**src/rtl/gpu_pkg.sv**
```systemverilog
// Shared GPU enums: GP1(04h) DMA direction codes and GP0 write-port owner.
// Latency: n/a (types only).  Backpressure: n/a.
package gpu_pkg;

    typedef enum logic [1:0] {
        DMA_DirOff          = 2'd0,
        DMA_DirFIFO         = 2'd1,
        DMA_DirCPUtoGP0     = 2'd2,
        DMA_DirGPUREADtoCPU = 2'd3
    } dma_dir_e;

    typedef enum logic [1:0] {
        ARB_NONE = 2'd0,
        ARB_CPU  = 2'd1,
        ARB_DMA  = 2'd2
    } arb_owner_e;

endpackage

```
**src/rtl/gpu_small_fifo.sv**
```systemverilog
// Small power-of-two FIFO with same-cycle push/pop and synchronous flush.
// Latency: push visible at head next cycle.  Backpressure: push while full accepted only alongside a pop.
module gpu_small_fifo #(
    parameter int DEPTH = 4,
    parameter int WIDTH = 32
) (
    input  logic             i_clk,
    input  logic             i_rst,
    input  logic             i_flush,
    input  logic             i_push,
    input  logic [WIDTH-1:0] i_push_dat,
    input  logic             i_pop,
    output logic [WIDTH-1:0] o_pop_dat,
    output logic             o_empty,
    output logic             o_full
);

    localparam int            AW       = (DEPTH > 1) ? $clog2(DEPTH) : 1;
    localparam logic [AW:0]   FULL_CNT = (AW + 1)'(DEPTH);

    logic [AW-1:0]    wr_ptr_q, wr_ptr_d;
    logic [AW-1:0]    rd_ptr_q, rd_ptr_d;
    logic [AW:0]      count_q, count_d;
    logic [WIDTH-1:0] mem_q [DEPTH];
    logic [WIDTH-1:0] mem_d [DEPTH];
    logic             do_push, do_pop;

    assign o_empty   = (count_q == '0);
    assign o_full    = (count_q == FULL_CNT);
    assign o_pop_dat = mem_q[rd_ptr_q];

    // Pop frees the slot first, so a push into a full FIFO with a pop is kept.
    assign do_pop  = i_pop & ~o_empty;
    assign do_push = i_push & (~o_full | do_pop);

    always_comb begin
        wr_ptr_d = wr_ptr_q;
        rd_ptr_d = rd_ptr_q;
        count_d  = count_q;
        mem_d    = mem_q;
        if (i_flush) begin
            wr_ptr_d = '0;
            rd_ptr_d = '0;
            count_d  = '0;
        end else begin
            if (do_push) begin
                mem_d[wr_ptr_q] = i_push_dat;
                wr_ptr_d        = wr_ptr_q + AW'(1);
            end
            if (do_pop) begin
                rd_ptr_d = rd_ptr_q + AW'(1);
            end
            count_d = count_q + (AW + 1)'(do_push) - (AW + 1)'(do_pop);
        end
    end

    always_ff @(posedge i_clk) begin
        if (i_rst) begin
            wr_ptr_q <= '0;
            rd_ptr_q <= '0;
            count_q  <= '0;
        end else begin
            wr_ptr_q <= wr_ptr_d;
            rd_ptr_q <= rd_ptr_d;
            count_q  <= count_d;
        end
    end

    always_ff @(posedge i_clk) begin
        mem_q <= mem_d;
    end

endmodule

```
**src/rtl/gpu_gp0_write_arbiter.sv**
```systemverilog
// Arbitrates CPU (buffered) and DMA (valid/ready) writes onto the GP0 command FIFO; drives GPUSTAT.25.
// Latency: DMA accept -> push 1 cycle; CPU write -> push 2 cycles min.  Backpressure: i_fifoAlmostFull stalls all transfers.
module gpu_gp0_write_arbiter
    import gpu_pkg::*;
#(
    parameter int CPU_DEPTH = 4,
    parameter int DMA_BURST = 16
) (
    input  logic        i_clk,
    input  logic        i_rst,
    input  logic        i_cpuWrite,
    input  logic [31:0] i_cpuData,
    input  logic        i_dmaValid,
    input  logic [31:0] i_dmaData,
    output logic        o_dmaReady,
    input  logic        i_fifoAlmostFull,
    output logic        o_fifoWrite,
    output logic [31:0] o_fifoData,
    input  logic        i_rstCmd,
    input  logic [1:0]  i_dmaDir,
    input  logic        i_gpuReadReady,
    output logic        o_dmaRequest,
    output logic        o_cpuOverflow,
    output logic        o_cpuPending
);

    localparam int            CW        = $clog2(DMA_BURST + 1);
    localparam logic [CW-1:0] BURST_MAX = CW'(DMA_BURST);

    arb_owner_e    owner_q, owner_d, grant;
    logic [CW-1:0] burst_cnt_q, burst_cnt_d;
    logic          fifo_write_q, fifo_write_d;
    logic [31:0]   fifo_data_q, fifo_data_d;
    logic          dma_request_q, dma_request_d;
    logic          cpu_overflow_q, cpu_overflow_d;
    logic          cpu_empty, cpu_full, cpu_pop, xfer;
    logic [31:0]   cpu_head;

    gpu_small_fifo #(
        .DEPTH (CPU_DEPTH),
        .WIDTH (32)
    ) u_cpu_buf (
        .i_clk      (i_clk),
        .i_rst      (i_rst),
        .i_flush    (i_rstCmd),
        .i_push     (i_cpuWrite & ~i_rstCmd),
        .i_push_dat (i_cpuData),
        .i_pop      (cpu_pop),
        .o_pop_dat  (cpu_head),
        .o_empty    (cpu_empty),
        .o_full     (cpu_full)
    );

    // The current owner keeps the port; DMA yields to a pending CPU word once its burst is spent.
    always_comb begin
        grant = ARB_NONE;
        if (owner_q == ARB_CPU && !cpu_empty) begin
            grant = ARB_CPU;
        end else if (owner_q == ARB_DMA && i_dmaValid && (burst_cnt_q < BURST_MAX || cpu_empty)) begin
            grant = ARB_DMA;
        end else if (!cpu_empty) begin
            grant = ARB_CPU;
        end else if (i_dmaValid) begin
            grant = ARB_DMA;
        end
    end

    assign xfer         = (grant != ARB_NONE) & ~i_fifoAlmostFull & ~i_rstCmd & ~i_rst;
    assign cpu_pop      = xfer & (grant == ARB_CPU);
    assign o_dmaReady   = xfer & (grant == ARB_DMA);
    assign o_cpuPending = ~cpu_empty;

    always_comb begin
        owner_d        = owner_q;
        burst_cnt_d    = burst_cnt_q;
        fifo_write_d   = xfer;
        fifo_data_d    = fifo_data_q;
        cpu_overflow_d = cpu_overflow_q | (i_cpuWrite & cpu_full & ~cpu_pop);
        dma_request_d  = 1'b0;

        if (xfer) begin
            fifo_data_d = cpu_pop ? cpu_head : i_dmaData;
        end

        if (i_rstCmd) begin
            owner_d        = ARB_NONE;
            burst_cnt_d    = '0;
            cpu_overflow_d = 1'b0;
        end else if (grant == ARB_NONE) begin
            owner_d = ARB_NONE;
        end else if (xfer) begin
            owner_d = grant;
            if (grant == ARB_DMA) begin
                if (owner_q != ARB_DMA) begin
                    burst_cnt_d = CW'(1);
                end else if (burst_cnt_q < BURST_MAX) begin
                    burst_cnt_d = burst_cnt_q + CW'(1);
                end
            end
        end

        case (dma_dir_e'(i_dmaDir))
            DMA_DirFIFO, DMA_DirCPUtoGP0: dma_request_d = ~i_fifoAlmostFull & ~o_cpuPending;
            DMA_DirGPUREADtoCPU:          dma_request_d = i_gpuReadReady;
            default:                      dma_request_d = 1'b0;
        endcase
    end

    always_ff @(posedge i_clk) begin
        if (i_rst) begin
            owner_q        <= ARB_NONE;
            burst_cnt_q    <= '0;
            fifo_write_q   <= 1'b0;
            fifo_data_q    <= '0;
            dma_request_q  <= 1'b0;
            cpu_overflow_q <= 1'b0;
        end else begin
            owner_q        <= owner_d;
            burst_cnt_q    <= burst_cnt_d;
            fifo_write_q   <= fifo_write_d;
            fifo_data_q    <= fifo_data_d;
            dma_request_q  <= dma_request_d;
            cpu_overflow_q <= cpu_overflow_d;
        end
    end

    assign o_fifoWrite   = fifo_write_q;
    assign o_fifoData    = fifo_data_q;
    assign o_dmaRequest  = dma_request_q;
    assign o_cpuOverflow = cpu_overflow_q;

endmodule

```
**config.mk**
```make
export PLATFORM = sky130hd
export DESIGN_NAME = gpu_gp0_write_arbiter
export DESIGN_NICKNAME = d
export VERILOG_FILES = /design/src/rtl/gpu_pkg.sv /design/src/rtl/gpu_small_fifo.sv /design/src/rtl/gpu_gp0_write_arbiter.sv
export SDC_FILE = /design/constraint.sdc
export NUM_CORES = 1
export LEC_CHECK = 0
export ABC_AREA = 1
export ABC_CLOCK_PERIOD_IN_PS = 4000
export CAP_MARGIN = 40
export CORE_ASPECT_RATIO = 1.5
export CORE_MARGIN = 2
export CORE_UTILIZATION = 35
export DETAILED_ROUTE_END_ITERATION = 6
export DONT_BUFFER_PORTS = 1
export SYNTH_ARGS = -nofsm -noshare
export SYNTH_HDL_FRONTEND = slang
export SYNTH_HIERARCHICAL = 1
export SYNTH_SLANG_ARGS = --single-unit
```
**constraint.sdc**
```tcl
create_clock -name i_clk -period 4 [get_ports i_clk]
set_clock_uncertainty 0.2 [all_clocks]
set_input_delay 0 -clock i_clk [delete_from_list [all_inputs] [get_ports i_clk]]
set_output_delay 0 -clock i_clk [all_outputs]
set_load 0.01 [all_outputs]
```
# Word level (Yosys, flattened, before mapping)
# Index checks and enable logic that the tools add are counted.
# op_classes
bitwise_logic,22
n_mux,14
reduce_logical,15
add_sub_neg,5
n_lt_le_gt_ge,4
n_eq_ne,9
# op_table
operator,n
$bwmux W128,1
$mux W32,4
$bmux W32 S2,1
$demux W32 S2,1
$and A1 B1 Y1,11
$mux W5,2
$eq A2 B2 Y1 const B,4
$mux W2,4
$not A1 Y1,7
$eq A2 B1 Y1 const B,3
$ge A3 B3 Y1 const B,2
$not A2 Y3,2
$add A5 B1 Y5 const B,1
$lt A5 B5 Y1 const B,1
$add A2 B1 Y2 const B,2
$logic_and A1 B1 Y1,4
$reduce_and A4 Y1,1
$reduce_bool A2 Y1,2
$reduce_or A2 Y1,2
$add A3 B1 Y3,1
$eq A3 B3 Y1 const B,1
$logic_not A3 Y1,1
$lt A3 B1 Y1 const B,1
$reduce_or A3 Y1,1
other kinds (8),9
# totals
input_bits,73
out_inout_bits,37
elab_cells,82
reg_bits,177

# Longest topological paths before layout
# Gate-level depths: netlist of run 1.
# depth
ltp_word,15
depth_mapped,20
mapped_depth_nobuf,19

# By module
# Netlist of run 1, hierarchy kept.
# by_module_without_submodules
module,cells_per_inst,n_inst,seq_area_each_um2,area_per_inst_um2
gpu_small_fifo,379,1,3983.8,5283.8
gpu_gp0_write_arbiter,331,1,840.8,2192.1

# Least setup slack after synthesis of run 1
# No wires, ideal clock.
# synth_timing
path_kind,reg2reg
start,register u_cpu_buf.count_q[1]
end,register u_cpu_buf/mem_q[0] (netlist bit) (enable)
setup_slack_ps,411
arrival_ps,2968
path_stages_with_launch,14
setup_ps,421
path_buffers,1
synth_period_minus_slack_ps,3589
required_ps,3379
path_cell_list,dfxtp_1 > nor2_1 > nand2_1 > inv_1 > nand2_1 > nand2_2 > nor2_4 > buf_6 > nand2_1 > inv_1 > inv_1 > nand3_1 > nand3b_1 > nor2_1
# synth_via
elab_chain_cells,14
word_cells_on_any_way,21
cone_classes,2 x eq/ne; 3 x mux; 9 x bitwise; 7 x reduce/logical
# synth_lines
element,line_no,source
start: declaration,gpu_small_fifo.sv:23,"logic [AW:0] count_q, count_d;"
start signal: assignment,gpu_small_fifo.sv:65,count_q <= count_d;
$logic_not A3 Y1 *,gpu_small_fifo.sv:28,assign o_empty = (count_q == '0);
net cpu_empty,gpu_gp0_write_arbiter.sv:36,"logic cpu_empty, cpu_full, cpu_pop, xfer;"
$logic_or A1 B1 Y1,gpu_gp0_write_arbiter.sv:59,end else if (owner_q == ARB_DMA && i_dmaValid && (burst_cnt_q < BURST_MAX || cpu_empty)) begin
$logic_and A1 B1 Y1,gpu_gp0_write_arbiter.sv:59,
$mux W2,gpu_gp0_write_arbiter.sv:59,
$mux W2 *,gpu_gp0_write_arbiter.sv:57,if (owner_q == ARB_CPU && !cpu_empty) begin
$reduce_bool A2 Y1,gpu_gp0_write_arbiter.sv:68,assign xfer = (grant != ARB_NONE) & ~i_fifoAlmostFull & ~i_rstCmd & ~i_rst;
$and A1 B1 Y1 (3 in a row),gpu_gp0_write_arbiter.sv:68,
$and A1 B1 Y1 *,gpu_gp0_write_arbiter.sv:69,assign cpu_pop = xfer & (grant == ARB_CPU);
net cpu_pop,gpu_gp0_write_arbiter.sv:36,
$and A1 B1 Y1 *,gpu_small_fifo.sv:33,assign do_pop = i_pop & ~o_empty;
$or A1 B1 Y1 *,gpu_small_fifo.sv:34,assign do_push = i_push & (~o_full | do_pop);
$and A1 B1 Y1 *,gpu_small_fifo.sv:34,
$reduce_and A2 Y1 (no line) *,n/a,
end signal: assignment,gpu_small_fifo.sv:70,mem_q <= mem_d;
end: declaration,gpu_small_fifo.sv:24,logic [WIDTH-1:0] mem_q [DEPTH];
# The timed path passes the listed nets; every way through them passes the cells marked *.
# A chain may end at the register's enable or synchronous reset.

# Worst setup path in the final report of run 1
# layout_timing
start,register u_cpu_buf.count_q[1]
end,register u_cpu_buf.count_q[2]
# layout_via
elab_chain_cells,15
word_cells_on_any_way,22
cone_classes,2 x add/sub; 2 x eq/ne; 3 x mux; 9 x bitwise; 6 x reduce/logical
# layout_lines
element,line_no,source
$logic_not A3 Y1 *,gpu_small_fifo.sv:28,
net cpu_empty,gpu_gp0_write_arbiter.sv:36,
$logic_or A1 B1 Y1,gpu_gp0_write_arbiter.sv:59,
$logic_and A1 B1 Y1,gpu_gp0_write_arbiter.sv:59,
$mux W2,gpu_gp0_write_arbiter.sv:59,
$mux W2 *,gpu_gp0_write_arbiter.sv:57,
$reduce_bool A2 Y1,gpu_gp0_write_arbiter.sv:68,
$and A1 B1 Y1 (3 in a row),gpu_gp0_write_arbiter.sv:68,
$and A1 B1 Y1 *,gpu_gp0_write_arbiter.sv:69,
net cpu_pop,gpu_gp0_write_arbiter.sv:36,
$and A1 B1 Y1 *,gpu_small_fifo.sv:33,
net u_cpu_buf.do_pop,gpu_small_fifo.sv:26,"logic do_push, do_pop;"
$or A1 B1 Y1,gpu_small_fifo.sv:34,
$and A1 B1 Y1,gpu_small_fifo.sv:34,
$add A3 B1 Y3,gpu_small_fifo.sv:53,count_d = count_q + (AW + 1)'(do_push) - (AW + 1)'(do_pop);
$sub A3 B1 Y3 *,gpu_small_fifo.sv:53,
# Marked as above.

==> results of run 1 <==
==> path summary, 6_finish.rpt <==
path | from | endpoint | slack (ns) | depth (start not counted)
hold / removal | i_rstCmd | u_cpu_buf/mem_q[83] | 0.04 | 2
setup / recovery | u_cpu_buf/count_q[1] | u_cpu_buf/count_q[2] | 0.27 | 19
hold reg to reg | owner_q[1] | owner_q[1] | 0.29 | 2
setup reg to reg | u_cpu_buf/count_q[1] | u_cpu_buf/count_q[2] | 0.27 | 19
==> where the power goes <==
group          switching (mW)  leakage (nW)  total, mW  internal, mW
registers              0.0198          1.56       2.01          1.99
clock network           0.706         0.298       1.70         0.990
logic                   0.106          1.66      0.211         0.104
total                   0.832          3.51       3.92          3.09
==> critical path: stages, from the launching register on <==
cell and delay (ns):
dfxtp_2 0.35, nor2_2 0.15, nand2_2 0.09, inv_2 0.08, nand2_1 0.08, nand2_2 0.11, nor2_4 0.04, dlygate4sd3_1 0.57
nand2_1 0.12, inv_1 0.07, dlygate4sd3_1 0.60, nand2_1 0.10, inv_1 0.06, ha_1 0.26, inv_1 0.06, ha_1 0.13
inv_1 0.05, fa_1 0.37, nor2_1 0.11, nor2_1 0.05
==> layer usage <==
metal  share of wire, %  GRT usage [%]
met3                4.9           4.29
met2                 52           28.9
met5                  0              0
met4                1.8           5.64
met1                 41           18.9
==> synth_stat cells <==
master    instances  area [um2]
nand3_2           1        10.0
buf_6             7        78.8
fa_1              1        20.0
clkbuf_1          4        15.0
nand3b_1          1        7.51
inv_2             3        11.3
nand2_2           1        6.26
buf_2            19        95.1
ha_1              9         113
o22ai_1          24         150
o21ai_1          26         130
o22ai_2           8         100
nor2_1           78         293
a21oi_1          10        50.1
o31ai_1           1        7.51
inv_1            68         255
buf_4             6        45.0
dfxtp_1          49         981
o21ai_0          40         200
nand3_1          45         225
o21a_1           30         225
a211oi_1          1        7.51
edfxtp_1        128        3840
nand4_1           3        18.8
nor2_2           11        68.8
nor2_4            1        11.3
nand2_1         135         507
==> cells by family after synthesis <==
family          Yosys count  synth area share (%)
compound gates          140                  11.6
fa+ha+maj                10                  1.77
buf+inv                 107                  6.69
flops                   177                  64.5
simple gates            276                  15.3
==> registers in the layout, indices dropped and copies added (netlist names) <==
register and flops:
burst_cnt_q 5, u_cpu_buf/count_q 3, owner_q 2, o_dmaRequest 1, u_cpu_buf/wr_ptr_q 2, u_cpu_buf/mem_q 128
o_cpuOverflow 1, o_fifoWrite 1, o_fifoData 32, u_cpu_buf/rd_ptr_q 2
==> cell type report <==
type / count / area (um2) / area share (%)
repair buffers: 110 / 1090 / 11.7
inverters: 71 / 267 / 2.86
multi-input cells: 426 / 2190 / 23.5
clock inverters: 15 / 180 / 1.93
clock buffers: 17 / 425 / 4.56
flip-flops and latches: 177 / 4830 / 51.8
well taps: 268 / 335 / 3.60
==> timing repair <==
action	4_1_cts	5_1_grt
endpoints found under the setup margin	0	2
hold buffers	94	0
hold endpoints to repair	178	0
setup buffers	0	2
resized for setup	0	4
==> cell usage in the layout (no fill, tap or decap), drive strengths merged, types with 6 or more instances in the layout <==
| master | instances |
|---|---|
| edfxtp | 128 |
| o21a | 30 |
| dlygate4sd3 | 94 |
| clkbuf | 17 |
| clkinv | 6 |
| inv | 76 |
| dfxtp | 49 |
| o22ai | 32 |
| ha | 9 |
| buf | 16 |
| a21oi | 10 |
| nor2 | 90 |
| o21ai | 66 |
| nand3 | 46 |
| nand2 | 136 |
==> per-stage QoR <==
stage	hold WS (ns)	util (%)	instances	total power [mW]	setup slack [ns]
floorplan	-0.131	-	710	2.14	0.411
global placement	-0.130	36.9	955	2.17	0.992
detailed placement	-0.128	36.9	956	2.17	0.909
CTS	0.0261	44.3	1082	3.96	0.138
global route	0.0519	44.4	1084	4.06	0.00927
finish	0.0427	44.4	1084	3.92	0.270
==> results.json, run 1 <==
{
  "p_per_area_nw_per_um2": 420,
  "wl_mm": 17.6,
  "max-cap-violations": 0,
  "ys_seq_elements": 177,
  "dr.pass1.iters": 5,
  "final_layout_size_suffix_gt1_share_pct": 9.93,
  "yosys.cell_types.count": 27,
  "rsz0062_at_grt": "false",
  "min_period_ns": 3.73,
  "syn-num-nets": 793,
  "drc": 0,
  "worstSkewPairLatency_ns": 0.43,
  "grtUsageTotal_pct": 16.4,
  "routed_via_density": 4.84,
  "syn_area_um2": 7480,
  "end_kind": "register",
  "syn2layout_area_growth_pct": 24.7,
  "ant_nets": 0,
  "htreeDepth": 4,
  "final.setup.tns_ns": 0,
  "cts_tree": "done",
  "globalplace.congestion": 0.807,
  "ir_drop_uv": 263,
  "hold_viol": 0,
  "final_max_slew_viol_count": 0,
  "crit_fanout": 4,
  "io_pins": 110,
  "num_rows": 65,
  "die_area_um2": 22600,
  "die_h_um": 183,
  "drt-initial-drc-count": 271,
  "finalNetCount": 886,
  "core_area_um2": 21000,
  "fillers": 1942,
  "die_w_um": 123,
  "critPathKind": "reg2reg",
  "place_hpwl_mm": 11.2,
  "clock-sinks": 177,
  "path_clk_slew_ns": 0.07,
  "synth.avg_cell_area_um2": 10.5,
  "fin_crit_sh_pct": 93.2,
  "cts-buffers-inserted": 17,
  "relSlewSlack_pct": 43.0,
  "dpl_cell_area_um2": 7750,
  "worst_pin_slew_ns": 0.853,
  "fmax_mhz": 268,
  "yosysSeqAreaShare_pct": 64.5,
  "clock-root-buffer": "clkbuf_16",
  "cp.required_ns": 4.13,
  "io_buffers": 0,
  "start_util_pct": 35.6,
  "final_area_um2": 9320,
  "grt_pass1_wl_mm": 28.0,
  "netlist_instances": 710,
  "worstPathArrival_ns": 3.86,
  "grt_overflow": 0,
  "hold_class": "in2reg",
  "yosysWarnings": 6,
  "power_leakage_nw": 3.51,
  "grt_pass1_vias": 5441,
  "clk_path_buf_depth": 2,
  "status": "completed",
  "route.vias.total": 5245,
  "num_antenna_cells": 0,
  "startpoint_type": "register",
  "grt_start_max_net_pins": 68,
  "wl_per_cell_um": 16.3,
  "setup_viol": 0,
  "antenna_found_initial": 0
}
(Power assumes the default switching activity.)
==> inputs of run 2 (changes only) <==
Settings changed: RECOVER_POWER set to 50, SYNTH_HIERARCHICAL 1 to not set.
==> run 2 against run 1 <==
  * The flow now finishes with violations (capacitance limit, slew limit)
  * Critical path depth is 8 lower
  * Sequential share of layout area is 1.7 points higher
  * Wire length is 3.8% lower
  * Combinational power is 9% higher
  * Core utilization is 1.4 points lower
  * Largest power group unchanged
==> results.json, run 2 <==
{
  "largest_reg_flops": 128,
  "final_max_slew_viol_count": 64,
  "grt_pass1_wl_mm": 26.5,
  "cts_tree": "done",
  "io_buffers": 0,
  "syn-num-nets": 790,
  "ir_drop_uv": 304,
  "min_period_ns": 3.77,
  "netlist.area_leader.share_pct": 51.7,
  "layout_commonest_cell": "edfxtp_1",
  "io_pins": 110,
  "die_w_um": 123,
  "r2r_slack_ns": 0.23,
  "synth_most_common_cell": "edfxtp_1",
  "path_clk_slew_ns": 0.07,
  "relSlewSlack_pct": -42.4,
  "p_per_area_nw_per_um2": 423,
  "drt-initial-drc-count": 303,
  "grt_start_max_net_pins": 69,
  "final_layout_size_suffix_gt1_share_pct": 7.57,
  "routed_via_density": 4.83,
  "synth.avg_cell_area_um2": 10.5,
  "htreeDepth": 4,
  "end_kind": "register",
  "num_antenna_cells": 0,
  "finalNetCount": 863,
  "status": "complete, but fails checks",
  "synth-edff-count": 128,
  "rsz0062_at_grt": "false",
  "r2r-start": "owner_q[0]",
  "crit_start": "owner_q[0]",
  "fin_ws_ns": 0.228,
  "power_leakage_nw": 3.40,
  "wl_per_cell_um": 16.0,
  "globalplace.congestion": 0.762,
  "clock-sinks": 177,
  "yosys-top-cells-count": "edfxtp_1, nor2_1, nand2_1, o21ai_0, inv_1",
  "wl_mm": 17.0,
  "grt_pass1_vias": 5154,
  "hold_viol": 0,
  "place_ws_ns": 0.995,
  "yosysSeqAreaShare_pct": 64.9,
  "yosysTopAreaCell": "edfxtp_1",
  "worst_pin_slew_ns": 2.13,
  "cts-buffers-inserted": 17,
  "yosys_most_used_dff": "edfxtp_1",
  "violations": "capacitance limit, slew limit",
  "antenna_found_initial": 0,
  "ys_seq_elements": 177,
  "syn2layout_area_growth_pct": 21.3,
  "critPathKind": "reg2reg",
  "worstSkewPairLatency_ns": 0.44,
  "dr.pass1.iters": 4,
  "clk_path_buf_depth": 2,
  "cp.required_ns": 4.17,
  "endpoint": "o_fifoData[30]",
  "core_area_um2": 21000,
  "largest_register": "u_cpu_buf.mem_q",
  "yosysWarnings": 0,
  "startpoint_type": "register",
  "rr_worst_depth": 11,
  "syn_area_um2": 7440,
  "r2r_end": "o_fifoData[30]",
  "async_reset_ff_share_pct": 0,
  "finalHoldWorstSlack_ns": 0.0648,
  "ant_nets": 0,
  "fin_crit_sh_pct": 94.3,
  "grtUsageTotal_pct": 15.6,
  "route.vias.total": 5123,
  "crit_fanout": 13,
  "clock-root-buffer": "clkbuf_16",
  "yosys.cell_types.count": 33,
  "num_rows": 65,
  "final.setup.tns_ns": 0,
  "max-cap-violations": 1,
  "final_util_pct": 43.0,
  "drc": 0,
  "grt_overflow": 0,
  "place_hpwl_mm": 10.5,
  "setup_viol": 0,
  "die_h_um": 183,
  "final_cell_mix": "edfxtp_1, nand2_1, nor2_1, dlygate4sd3_1, inv_1",
  "fmax_mhz": 265,
  "synth.top_cells.by_area": "edfxtp_1, dfxtp_1, nor2_1",
  "hold_class": "in2reg",
  "worstPathArrival_ns": 3.95,
  "die_area_um2": 22500,
  "start_util_pct": 35.4,
  "netlist_instances": 707,
  "p_total_mw": 3.81
}
==> run 2: through the flow <==
step | cells | cell area (um2)
floorplan | 707 | 7440
global placement | 947 | 7640
detailed placement | 950 | 7700
CTS | 1061 | 9040
global route | 1061 | 9020
finish | 1061 | 9020
==> run 2: kinds of logic (layout without fill, tap and decap cells) <==
logic type	Yosys count	count (layout)	synth area share (%)
AOI/OAI and AO/OA	145	145	11.2
xor gates and xnor gates	3	3	0.353
adders and majority gates	10	10	1.78
buffers and inverters	95	181	6.02
DFF	177	177	64.9
and+or+nand+nor	277	277	15.7
==> run 2: layout make-up <==
type / count / area, um2
fillers: 2012 / 12000
repair buffers: 89 / 911
well taps: 268 / 335
flip-flops and latches: 177 / 4830
clock buffers: 18 / 429
clock inverters: 14 / 121
inverters: 60 / 225
multi-input cells: 435 / 2170
==> run 2: how the worst min path moves through the flow <==
stage	to	depth (start not counted)	startpoint	slack, ns
after global routing	u_cpu_buf.mem_q[57]	1	i_cpuData[25]	0.08
final	u_cpu_buf.mem_q[124]	1	i_cpuData[28]	0.06
after CTS	u_cpu_buf.mem_q[124]	1	i_cpuData[28]	0.06
after global placement	o_fifoData[30]	1	i_rst	-0.13
after floorplan	o_fifoData[30]	1	i_rst	-0.13
after detailed placement	o_fifoData[30]	1	i_rst	-0.12
==> run 2: timing repair <==
item / CTS / global route
hold endpoints to repair: 178 / 0
hold buffers: 79 / 0
resized for setup: 0 / 0
setup buffers: 0 / 0
==> run 2: per-layer routing <==
layer	vias to the layer above	routed length [um]	track usage, %	part of all wire, %
met1	2455	6910	17.5	41
met4	0	272	5.27	1.6
li1	2534	-	-	-
met5	-	0	0	0
met2	117	8930	27.9	53
met3	17	838	4.31	4.9
==> run 2: power by group <==
group | switching (mW) | leakage, nW | total [mW] | internal (mW)
registers | 0.0224 | 1.56 | 2.03 | 2.00
logic | 0.128 | 1.57 | 0.229 | 0.101
clock network | 0.741 | 0.267 | 1.56 | 0.816
==> run 2: worst max-delay path, stage by stage (launching register included) <==
cell and delay (ns):
dfxtp_1 0.30, inv_1 0.07, nand2_2 0.09, o21ai_4 0.43
nand2_1 0.10, dlygate4sd3_1 0.59, nor2_1 0.08, dlygate4sd3_1 0.55
a21oi_1 0.04, dlygate4sd3_1 0.57, a21oi_1 0.12, dlygate4sd3_1 0.56
==> inputs of run 3 (changes only) <==
Settings changed: ABC_CLOCK_PERIOD_IN_PS 4000 to 3450.
Clock period 4 ns to 3.45 ns, I/O delays scaled along.
==> run 3 against run 2 <==
  * The run still ends with capacitance limit, slew limit left
  * Clock power up 13%
  * Global-route usage down 0.18 points
  * Via count down 0.61%
  * Sequential power up 16%
  * Critical path depth up 1
  * First-iteration DRC count down 0.99%
  * Critical path type unchanged
  * Power up 15%
  * Largest cell class unchanged
  * Combinational power up 14%
  * Wire length down 1.5%
  * Sequential cell count unchanged
  * Die area unchanged
==> results.json, run 3 (same netlist as run 2, synthesis figures left out) <==
{
  "dr.pass1.iters": 5,
  "clock-sinks": 177,
  "r2r_slack_ns": 0.21,
  "clkPwrFrac_pct": 40.2,
  "status": "complete, but fails checks",
  "cp.required_ns": 3.62,
  "io_buffers": 0,
  "finalHoldWorstSlack_ns": 0.0896,
  "drc": 0,
  "clock-root-buffer": "clkbuf_16",
  "num_rows": 65,
  "grtUsageTotal_pct": 15.4,
  "die_area_um2": 22500,
  "violations": "capacitance limit, slew limit",
  "die_h_um": 183,
  "hold_class": "in2reg",
  "final_max_slew_viol_count": 64,
  "rsz0062_at_grt": "false",
  "grt_start_max_net_pins": 69,
  "p_seq_share_pct": 53.8,
  "grt_pass1_wl_mm": 26.1,
  "met1_length_mm": 6.85,
  "crit_start": "u_cpu_buf.count_q[1]",
  "final_layout_size_suffix_gt1_share_pct": 7.44,
  "syn2layout_area_growth_pct": 20.8,
  "fillers": 2021,
  "startpoint_type": "register",
  "min_period_ns": 3.24,
  "antenna_found_initial": 3,
  "power_switching_uw": 986,
  "worstPathArrival_ns": 3.40,
  "relSlewSlack_pct": -45.0,
  "ir_drop_uv": 356,
  "endpoint": "u_cpu_buf.count_q[2]",
  "crit_fanout": 6,
  "wl_per_cell_um": 15.7,
  "r2r-start": "u_cpu_buf.count_q[1]",
  "worst_pin_slew_ns": 2.17,
  "path_clk_slew_ns": 0.07,
  "worstSkewPairLatency_ns": 0.43,
  "setup_viol": 0,
  "end_kind": "register",
  "finalNetCount": 863,
  "r2r_end": "u_cpu_buf.count_q[2]",
  "cts_tree": "done",
  "internal-power_mw": 3.38,
  "power_leakage_nw": 3.40,
  "largest_reg_flops": 128,
  "p_per_area_nw_per_um2": 486,
  "p_sw_share_pct": 22.6,
  "combPwrFrac_pct": 6.0,
  "io_pins": 110,
  "grt_pass1_vias": 5174,
  "largest_register": "u_cpu_buf.mem_q",
  "drt-initial-drc-count": 300,
  "wl_mm": 16.7,
  "cts_setup_buffers": 0,
  "start_util_pct": 35.4,
  "clk_path_buf_depth": 2,
  "critPathKind": "reg2reg",
  "route.vias.total": 5092,
  "top_layer_used": "met4",
  "layout_commonest_cell": "edfxtp_1",
  "dr_wl_met3_um": 685,
  "die_w_um": 123,
  "cts-buffers-inserted": 17,
  "routed_via_density": 4.79,
  "rr_worst_depth": 12,
  "htreeDepth": 4,
  "final_cell_mix": "edfxtp_1, nand2_1, nor2_1, dlygate4sd3_1, inv_1",
  "fmax_mhz": 309,
  "globalplace.congestion": 0.755,
  "place_hpwl_mm": 10.1,
  "ant_nets": 0,
  "fin_crit_sh_pct": 93.9,
  "hold_viol": 0,
  "max-cap-violations": 1,
  "grt_overflow": 0,
  "routed-wl-met2_mm": 8.89,
  "core_area_um2": 21000,
  "final.setup.tns_ns": 0
}
==> run 3: per-stage QoR <==
stage,util (%),setup WS (ns),area [um2],std cells,power (mW)
after global routing,42.8,0.0178,8980,1064,4.53
after floorplan,-,0.436,7440,707,2.53
final,42.8,0.211,8980,1064,4.37
after CTS,42.9,0.187,9000,1061,4.42
after global placement,36.6,0.774,7670,950,2.57
after detailed placement,36.7,0.705,7690,951,2.57
==> run 3: power groups by stage <==
stage | Clock, mW | Sequential, mW | Combinational (mW)
6_report | 1.76 | 2.35 | 0.261
5_1_grt | 1.88 | 2.35 | 0.294
4_1_cts | 1.80 | 2.35 | 0.267
3_5_place_dp | 0 | 2.40 | 0.176
3_3_place_gp | 0 | 2.40 | 0.172
2_1_floorplan | 0 | 2.39 | 0.134
==> run 3: worst min-delay path by stage <==
stage	startpoint	cells after the start	end
floorplan	i_rst	1	o_fifoData[30]
global placement	i_rst	1	o_fifoData[30]
detailed placement	i_rst	1	o_fifoData[30]
CTS	i_cpuData[30]	1	u_cpu_buf.mem_q[30]
global route	i_cpuData[29]	1	u_cpu_buf.mem_q[125]
finish	i_cpuData[30]	1	u_cpu_buf.mem_q[30]
==> run 3: critical path, stage by stage (launching register included) <==
cell and delay (ns):
dfxtp_1 0.41, nor2_1 0.11, nand3_2 0.10, nand3_4 0.08, dlygate4sd3_1 0.67, o21bai_4 0.21
nand2_1 0.28, inv_1 0.13, ha_1 0.15, inv_1 0.05, fa_1 0.37, or2_2 0.30
a21oi_1 0.11
==> run 3: routing by layer <==
metal	vias up	global-route usage, %
li1	2530	-
met1	2452	17.0
met2	89	27.6
met3	21	4.13
met4	0	5.82
met5	-	0
==> run 3: layout make-up <==
type,count,area [um2],area share [%]
Antenna cell,3,7.51,0.0836
Tap cell,268,335,3.73
Inverter,60,225,2.51
Clock inverter,12,85.1,0.947
Multi-Input combinational cell,435,2170,24.1
Sequential cell,177,4830,53.7
Timing Repair Buffer,89,888,9.89
Clock buffer,20,447,4.97
==> run 3: what timing repair did <==
item                                   CTS  global route
hold buffers                            78             0
setup endpoints to repair                0             0
resized for setup                        0             0
endpoints found under the hold margin  178             0
